## config.mk

```make
export PLATFORM = sky130hd
export DESIGN_NAME = cordic_req_sched
export DESIGN_NICKNAME = d
export VERILOG_FILES = /design/src/rtl/cordic_req_sched.sv
export SDC_FILE = /design/constraint.sdc
export NUM_CORES = 1
export LEC_CHECK = 0
export BUFFER_PORTS_ARGS = -buffer_cell sky130_fd_sc_hd__clkbuf_2
export CAP_MARGIN = 20
export CORE_UTILIZATION = 35
export DETAILED_ROUTE_END_ITERATION = 10
export SETUP_SLACK_MARGIN = 0.4
export SKIP_LAST_GASP = 1
export SYNTH_ARGS = -nofsm -noshare
export SYNTH_HDL_FRONTEND = slang
export SYNTH_SLANG_ARGS = --single-unit
```

## constraint.sdc

```tcl
create_clock -name clk -period 4.8 [get_ports clk]
set_input_delay 1.2 -clock clk [delete_from_list [all_inputs] [get_ports clk]]
set_output_delay 1.2 -clock clk [all_outputs]
set_load 0.1 [all_outputs]
```

## src/rtl/cordic_req_sched.sv

```systemverilog
// rtl/cordic_req_sched.sv - CORDIC command issuer and in-order response collector
// Optional watchdog: define CORDIC_SCHED_TIMEOUT_EN (adds the timeout port).
module cordic_req_sched #(
    parameter int DEPTH   = 8,
    parameter int TIMEOUT = 64
) (
    input  logic        clk,
    input  logic        rst_n,
    input  logic        cmd_valid,
    output logic        cmd_ready,
    input  logic [3:0]  cmd_mode,
    input  logic [31:0] cmd_data,
    output logic [3:0]  core_mode,
    output logic [31:0] core_angle,
    output logic        core_pre_valid,
    input  logic [31:0] core_result,
    input  logic        core_post_valid,
    output logic        rsp_valid,
    input  logic        rsp_ready,
    output logic [31:0] rsp_data,
    output logic [3:0]  rsp_mode,
    output logic        rsp_err,
`ifdef CORDIC_SCHED_TIMEOUT_EN
    output logic        timeout,
`endif
    output logic        spurious
);
    localparam int CW = $clog2(DEPTH + 1);
    localparam int AW = $clog2(DEPTH);
`ifdef CORDIC_SCHED_TIMEOUT_EN
    localparam int LIMIT = DEPTH - 1;
`else
    localparam int LIMIT = DEPTH;
`endif

    typedef enum logic [1:0] {IDLE, STREAM, DRAIN} state_t;

    state_t        state, state_nx;
    logic [CW-1:0] outstanding, out_nx, fifo_count;
    logic [3:0]    cur_mode, err_mode;
    logic          err_pend;
    logic [AW-1:0] wr_ptr, rd_ptr;
    logic [36:0]   mem [DEPTH];
    logic [36:0]   push_entry;
    logic [CW:0]   credit_used;
    logic          space, acc, mode_ok, issue, ret, push, pop, wd_fire;

    assign core_mode = cur_mode;
    assign rsp_valid = (fifo_count != '0);
    assign pop       = rsp_valid && rsp_ready;
    assign {rsp_err, rsp_mode, rsp_data} = rsp_valid ? mem[rd_ptr] : 37'd0;

`ifdef CORDIC_SCHED_TIMEOUT_EN
    localparam int WDW = $clog2(TIMEOUT + 1);
    logic [WDW-1:0] wd_cnt;

    assign wd_fire = (outstanding != '0) && !core_post_valid && (wd_cnt == WDW'(TIMEOUT - 1));
    assign timeout = wd_fire;

    always_ff @(posedge clk or negedge rst_n) begin
        if (!rst_n)
            wd_cnt <= '0;
        else if (outstanding == '0 || core_post_valid || wd_fire)
            wd_cnt <= '0;
        else
            wd_cnt <= wd_cnt + 1'b1;
    end
`else
    logic unused_cfg;
    assign unused_cfg = |TIMEOUT;
    assign wd_fire    = 1'b0;
`endif

    always_comb begin
        mode_ok     = (cmd_mode < 4'd10);
        // a pending error entry holds a FIFO slot just like an in-flight request
        credit_used = (CW+1)'(outstanding) + (CW+1)'(fifo_count) + (CW+1)'(err_pend);
        space       = credit_used < (CW+1)'(LIMIT);

        cmd_ready = 1'b0;
        case (state)
            IDLE:    cmd_ready = space;
            STREAM:  cmd_ready = space && (cmd_mode == cur_mode);
            default: cmd_ready = 1'b0;
        endcase
        if (!rst_n || wd_fire)
            cmd_ready = 1'b0;

        acc    = cmd_valid && cmd_ready;
        issue  = acc && mode_ok;
        ret    = core_post_valid && (outstanding != '0);
        out_nx = outstanding + CW'(issue) - CW'(ret);
        if (wd_fire)
            out_nx = '0;

        state_nx = state;
        case (state)
            IDLE:   if (issue) state_nx = STREAM;
            STREAM: begin
                if (cmd_valid && cmd_mode != cur_mode)
                    state_nx = DRAIN;
                else if (out_nx == '0 && !acc)
                    state_nx = IDLE;
            end
            DRAIN:  if (outstanding == '0) state_nx = IDLE;
            default: state_nx = IDLE;
        endcase
        if (wd_fire)
            state_nx = IDLE;

        // at most one push source is active in any cycle
        push       = err_pend || ret || wd_fire;
        push_entry = {1'b0, cur_mode, core_result};
        if (err_pend)
            push_entry = {1'b1, err_mode, 32'd0};
        if (wd_fire)
            push_entry = {1'b1, cur_mode, 32'hFFFF_FFFF};
    end

    always_ff @(posedge clk or negedge rst_n) begin
        if (!rst_n) begin
            state          <= IDLE;
            outstanding    <= '0;
            cur_mode       <= 4'd0;
            core_pre_valid <= 1'b0;
            core_angle     <= 32'd0;
            err_pend       <= 1'b0;
            err_mode       <= 4'd0;
            spurious       <= 1'b0;
            wr_ptr         <= '0;
            rd_ptr         <= '0;
            fifo_count     <= '0;
        end else begin
            state          <= state_nx;
            outstanding    <= out_nx;
            core_pre_valid <= issue;
            if (issue)
                core_angle <= cmd_data;
            if (issue && state == IDLE)
                cur_mode <= cmd_mode;
            err_pend <= acc && !mode_ok;
            if (acc && !mode_ok)
                err_mode <= cmd_mode;
            spurious <= core_post_valid && (outstanding == '0);
            if (push)
                wr_ptr <= wr_ptr + 1'b1;
            if (pop)
                rd_ptr <= rd_ptr + 1'b1;
            fifo_count <= fifo_count + CW'(push) - CW'(pop);
        end
    end

    always_ff @(posedge clk) begin
        if (push)
            mem[wr_ptr] <= push_entry;
    end
endmodule

```

* After elaboration in Yosys (flattened, before gate mapping)
Memory sizes are Yosys's and may differ from the RTL's.
Cells that the tools add are included.
** Storage, ports and cells
- Memories kept :: 1
- Bits in writable memories :: 296
- Logic and storage cells :: 59
- Register bits after elaboration :: 59
- Output and inout port bits :: 77
- Bits of input ports :: 73
** Memory list
- mem :: depth 8, width 37, rd ports 1, clocked after Yosys merged registers in 0, wr ports 1, RTL line 43 : logic [36:0] mem [DEPTH];
** Cells by class
- Multiplexer cells :: 11
- Reduce and logical (&&, ||, !) cells :: 19
- Equal/unequal tests :: 7
- Add/sub/neg operators :: 8
- Order comparisons :: 2
** Operators with widths (number)
- $mux 37 :: 2
- $logic_and 1x1->1 :: 10
- $add 4x1->4 :: 2
- $logic_not 4->1 :: 2
- $mux 2 :: 4
- $reduce_bool 4->1 :: 2
- $sub 4x1->4 :: 2
- $add 3x1->3 const B :: 2
- $pmux 2 s3 :: 1
- $add 4x4->5 :: 1
- $add 5x1->5 :: 1
- $lt 5x4->1 const B :: 1
- $eq 4x4->1 :: 1
- $lt 4x4->1 const B :: 1
- $ne 2x2->1 const B :: 2
- $ne 4x4->1 :: 1
- $mux 1 :: 3
- $ne 3x3->1 const B :: 1
- $reduce_and 3->1 :: 1
- $eq 2x1->1 const B :: 1
- $eq 2x2->1 const B :: 1
- $logic_not 1->1 :: 2
- $logic_not 2->1 :: 1
- $pmux 1 s2 :: 1
- $logic_or 1x1->1 :: 1

* Depth between registers and ports, before layout
- Depth in word-level cells :: 15
- Mapped depth :: 14
- Gate-level depth less buffers :: 13

* Worst setup path after synthesis
OpenSTA, ideal clock, no wires.
- Path type :: input port to flip-flop
- Start :: input core_post_valid
- End :: memory mem[0][0], enable pin
- Stages on the path :: 4
- Library setup time :: 0.477 ns
- Path slack :: -0.048 ns
- Arrival time :: 4.370 ns
- Buffers on the path :: 0
- Required time :: 4.323 ns
- Path through :: nor2b_1 > nor2_1 > or2_2 > nor3_1
** On the way
- Cells in the longest elaborated chain, start to end :: 4
** RTL lines
- from (decl) :: RTL line 17 : input logic core_post_valid,
- $logic_and 1x1->1 :: RTL line 91 : ret = core_post_valid && (outstanding != '0);
- $logic_or 1x1->1 :: RTL line 112 : push = err_pend || ret || wd_fire;
- $mux 1 :: RTL line 154 : if (push)
- $mux 1 (not written as such) :: RTL line 155 : mem[wr_ptr] <= push_entry;
- to (decl) :: RTL line 43
Every way passes these cells.

* Final worst setup path
- Start :: register rd_ptr[0]
- End :: output rsp_mode[1]
** On the way
- Cells in the longest elaborated chain, start to end :: 2
** RTL lines
- from (decl) :: RTL line 42 : logic [AW-1:0] wr_ptr, rd_ptr;
- from (signal assigned) :: RTL line 148 : rd_ptr <= rd_ptr + 1'b1;
- $mem_v2 8x37
- $mux 37 :: RTL line 51 : assign {rsp_err, rsp_mode, rsp_data} = rsp_valid ? mem[rd_ptr] : 37'd0;
- to (decl) :: RTL line 21 : output logic [3:0] rsp_mode,
Every way passes these cells.

==> results.yml <==
critical_path:
  path_buf_inv: 2
  slowest_stage: "dfrtp_4"
  cp_max_fo: 26
  arrival_ns: 2.90
  path_cells: "buf_12, mux4_2, mux2i_1, nor2_1, clkbuf_2"
  r2r-end: "state[0]"
  ff2ff_path_depth: 13
  ff2ff_setup_slack_ns: 1.49
  worst_setup_path_start_kind: "flip-flop"
  crit_family: "flip-flops"
  r2r-start: "outstanding[1]"
  worstPathRequired_ns: 3.60
  worstSetupEndpointType: "primary output"
  setup.worst_path.class: "flip-flop to primary output"
  cp_slowest_stage_delay_ns: 0.80
sta:
  finalCritPeriodShare_pct: 85.4
  finClkSkew_ns: 0.0182
  finalSetupTns_ns: 0
  max-slew-margin-rel_pct: 49.4
  setup_viol: 0
  drv_slew: 0
  rsz0062_at_grt: "no"
  final-hold-violation-count: 0
  fmax_mhz: 244
  worst_slew_pin_slew_ns: 0.759
  fin_crit_ns: 4.10
logic_synthesis:
  syn_nets: 795
  synth_simple_gate_area_share_pct: 3.76
  synth-compound-area-share_pct: 0.739
  synth_area_um2: 14200
  async_flop_share_pct: 16.6
  yosysSeqAreaShare_pct: 72.9
  synth_top_family_by_area: "multiplexers"
  synthFlopType: "edfxtp_1"
  synth_adder_area_share_pct: 1.69
  synth-edff-count: 296
  post_synth_num_cell_types: 38
  yosysWarnings: 0
  syn_avg_cell_area_um2: 20.2
  synthMuxAreaShare_pct: 18.6
  syn_inst: 704
  ys_ff_latch: 355
  synth_xor_area_share_pct: 0.739
global_routing:
  grt_pass1_wl_um: 44300
  gr-max-usage-layer: "met2"
  grt_max_degree: 48
  use_met1_pct: 18.7
  groute.usage.overall_pct: 14.1
  met2_usage_pct: 23.5
  overflow: 0
  grt_antenna_before_repair: 0
  grt_pass1_vias: 7460
  gr-usage-met3_pct: 3.12
routing:
  num_vias: 6948
  drt_drc_violations_left: 0
  routed_via_density: 4.82
  drt_iter0_markers: 453
  post_drt_wl_per_cell_um: 19.5
  drt_wl_total_um: 28200
  ant_nets: 0
  first_pass_iters: 4
outcome:
  status: "finished clean"
layout:
  flow.area_growth_from_synthesis_pct: 19.9
  fill_cells: 3505
  multi_input_area_um2: 3700
  layout_commonest_cell: "edfxtp_1"
  drive_above_1_share_pct: 40.2
  seq_area_um2: 10400
  layout_common_cells: "296 x edfxtp_1, 149 x clkbuf_2, 74 x mux4_2"
  nets: 979
floorplan:
  die-area_um2: 41400
  die_h_um: 204
  boundaryPins: 150
  die_w_um: 204
  initial_utilization_pct: 35.6
  core-area_um2: 39900
  rows: 73
clocking:
  clk_latency_ns: 0.53
  cts_buffer_depth: 3
  cts_tree: "done"
  clock_sinks: 355
  cts_setup_buffers: 0
  holdBufCountCts: 0
  htree_num_levels: 2
  cts_resized: 0
  path_clk_slew_ns: 0.06
  root_buffer: "clkbuf_16"
  cts_buffers: 39
placement:
  gp_congestion: 0.704
  io_buffers: 149
  dp_hpwl_um: 16400
flow_run:
  drv_cap: 0
hold_path:
  min_from: "err_mode[3]"
  worstHoldPathType: "flip-flop to flip-flop"
  hold_path_depth: 1
  hold_end: "err_mode[3]"
cells in the mapped netlist (all sizes together), types with 2 or more instances:
cell | number | share of area (%)
a21o | 3 | 0.16
a21oi | 2 | 0.070
and3 | 3 | 0.13
buf | 15 | 0.62
clkbuf | 16 | 0.42
dfrtp | 59 | 10
edfxtp | 296 | 63
fa | 2 | 0.28
ha | 16 | 1.4
inv | 18 | 0.48
mux2 | 45 | 4.3
mux2i | 37 | 2.6
mux4 | 74 | 12
nand2 | 3 | 0.079
nand2b | 3 | 0.13
nor2 | 46 | 1.3
nor2b | 34 | 1.5
nor3 | 3 | 0.11
o21ai | 4 | 0.14
o41ai | 2 | 0.26
or2 | 2 | 0.088
xnor2 | 5 | 0.31
xor2 | 7 | 0.43
flip-flops by register name, indices dropped and copies added, names as in the netlist, 2 cells and up:
signal,count
wr_ptr,3
rd_ptr,3
outstanding,4
mem,296
err_mode,4
core_angle,32
fifo_count,4
state,2
core_mode,4
area by class of cell:
cell class	count	share of cell area (%)
diodes	1	0.0147
clock buffers	49	6.26
clock inverters	20	0.962
inverters	18	0.396
multi-input cells	300	21.7
flip-flops and latches	355	60.9
well taps	525	3.85
repair buffers	174	5.92
per-layer routing:
layer | routed length, µm | vias to the layer above
met1 | 12500 | 3575
met2 | 13600 | 181
met3 | 1570 | 49
li1 | - | 3143
met5 | 0 | -
met4 | 530 | 0
metrics by stage:
| step | instances | cell area [µm²] | setup WS (ns) | hold slack, ns | utilization (%) |
|---|---|---|---|---|---|
| 5_1_grt | 1441 | 17000 | 0.530 | 0.493 | 42.7 |
| 3_5_place_dp | 1372 | 15800 | 0.876 | 0.456 | 39.6 |
| 4_1_cts | 1441 | 17000 | 0.606 | 0.474 | 42.7 |
| 3_3_place_gp | 1371 | 15800 | 0.906 | 0.447 | 39.6 |
| 2_1_floorplan | 704 | 14200 | 0.851 | 0.433 | - |
| 6_report | 1442 | 17000 | 0.700 | 0.469 | 42.7 |
worst reg2reg max path, cell delays in order (launching register included):
cell and delay, ns:
dfrtp_1 0.45, ha_1 0.34, and3_1 0.17, o21ai_0 0.48, nand4_4 0.14, ha_1 0.32
inv_1 0.05, ha_1 0.15, inv_1 0.06, fa_1 0.50, inv_1 0.05, nor3_1 0.18
nand3b_1 0.09, a41o_1 0.22
cells by family (layout without fill, tap and decap cells):
kind of cell    after synthesis  count (layout)
compound gates               13              13
xor+xnor                     12              12
fa+ha+maj                    18              18
buf+inv                      49             261
flops                       355             355
mux                         156             156
other cells                   0               1
simple gates                101             101
worst max-delay path by stage:
stage | slack [ns] | from | depth (start not counted) | to
after floorplan | 0.85 | cmd_mode[1] | 13 | state[0]
after global placement | 0.91 | cmd_mode[1] | 5 | cmd_ready
after detailed placement | 0.88 | cmd_mode[1] | 5 | cmd_ready
after CTS | 0.61 | rd_ptr[0] | 5 | rsp_mode[1]
after global routing | 0.53 | rd_ptr[0] | 5 | rsp_mode[1]
final | 0.70 | rd_ptr[0] | 5 | rsp_mode[1]
Power is left out: the tool's default activity adds up to more than one toggle a clock period on the data nets, which glitch-free logic cannot reach.
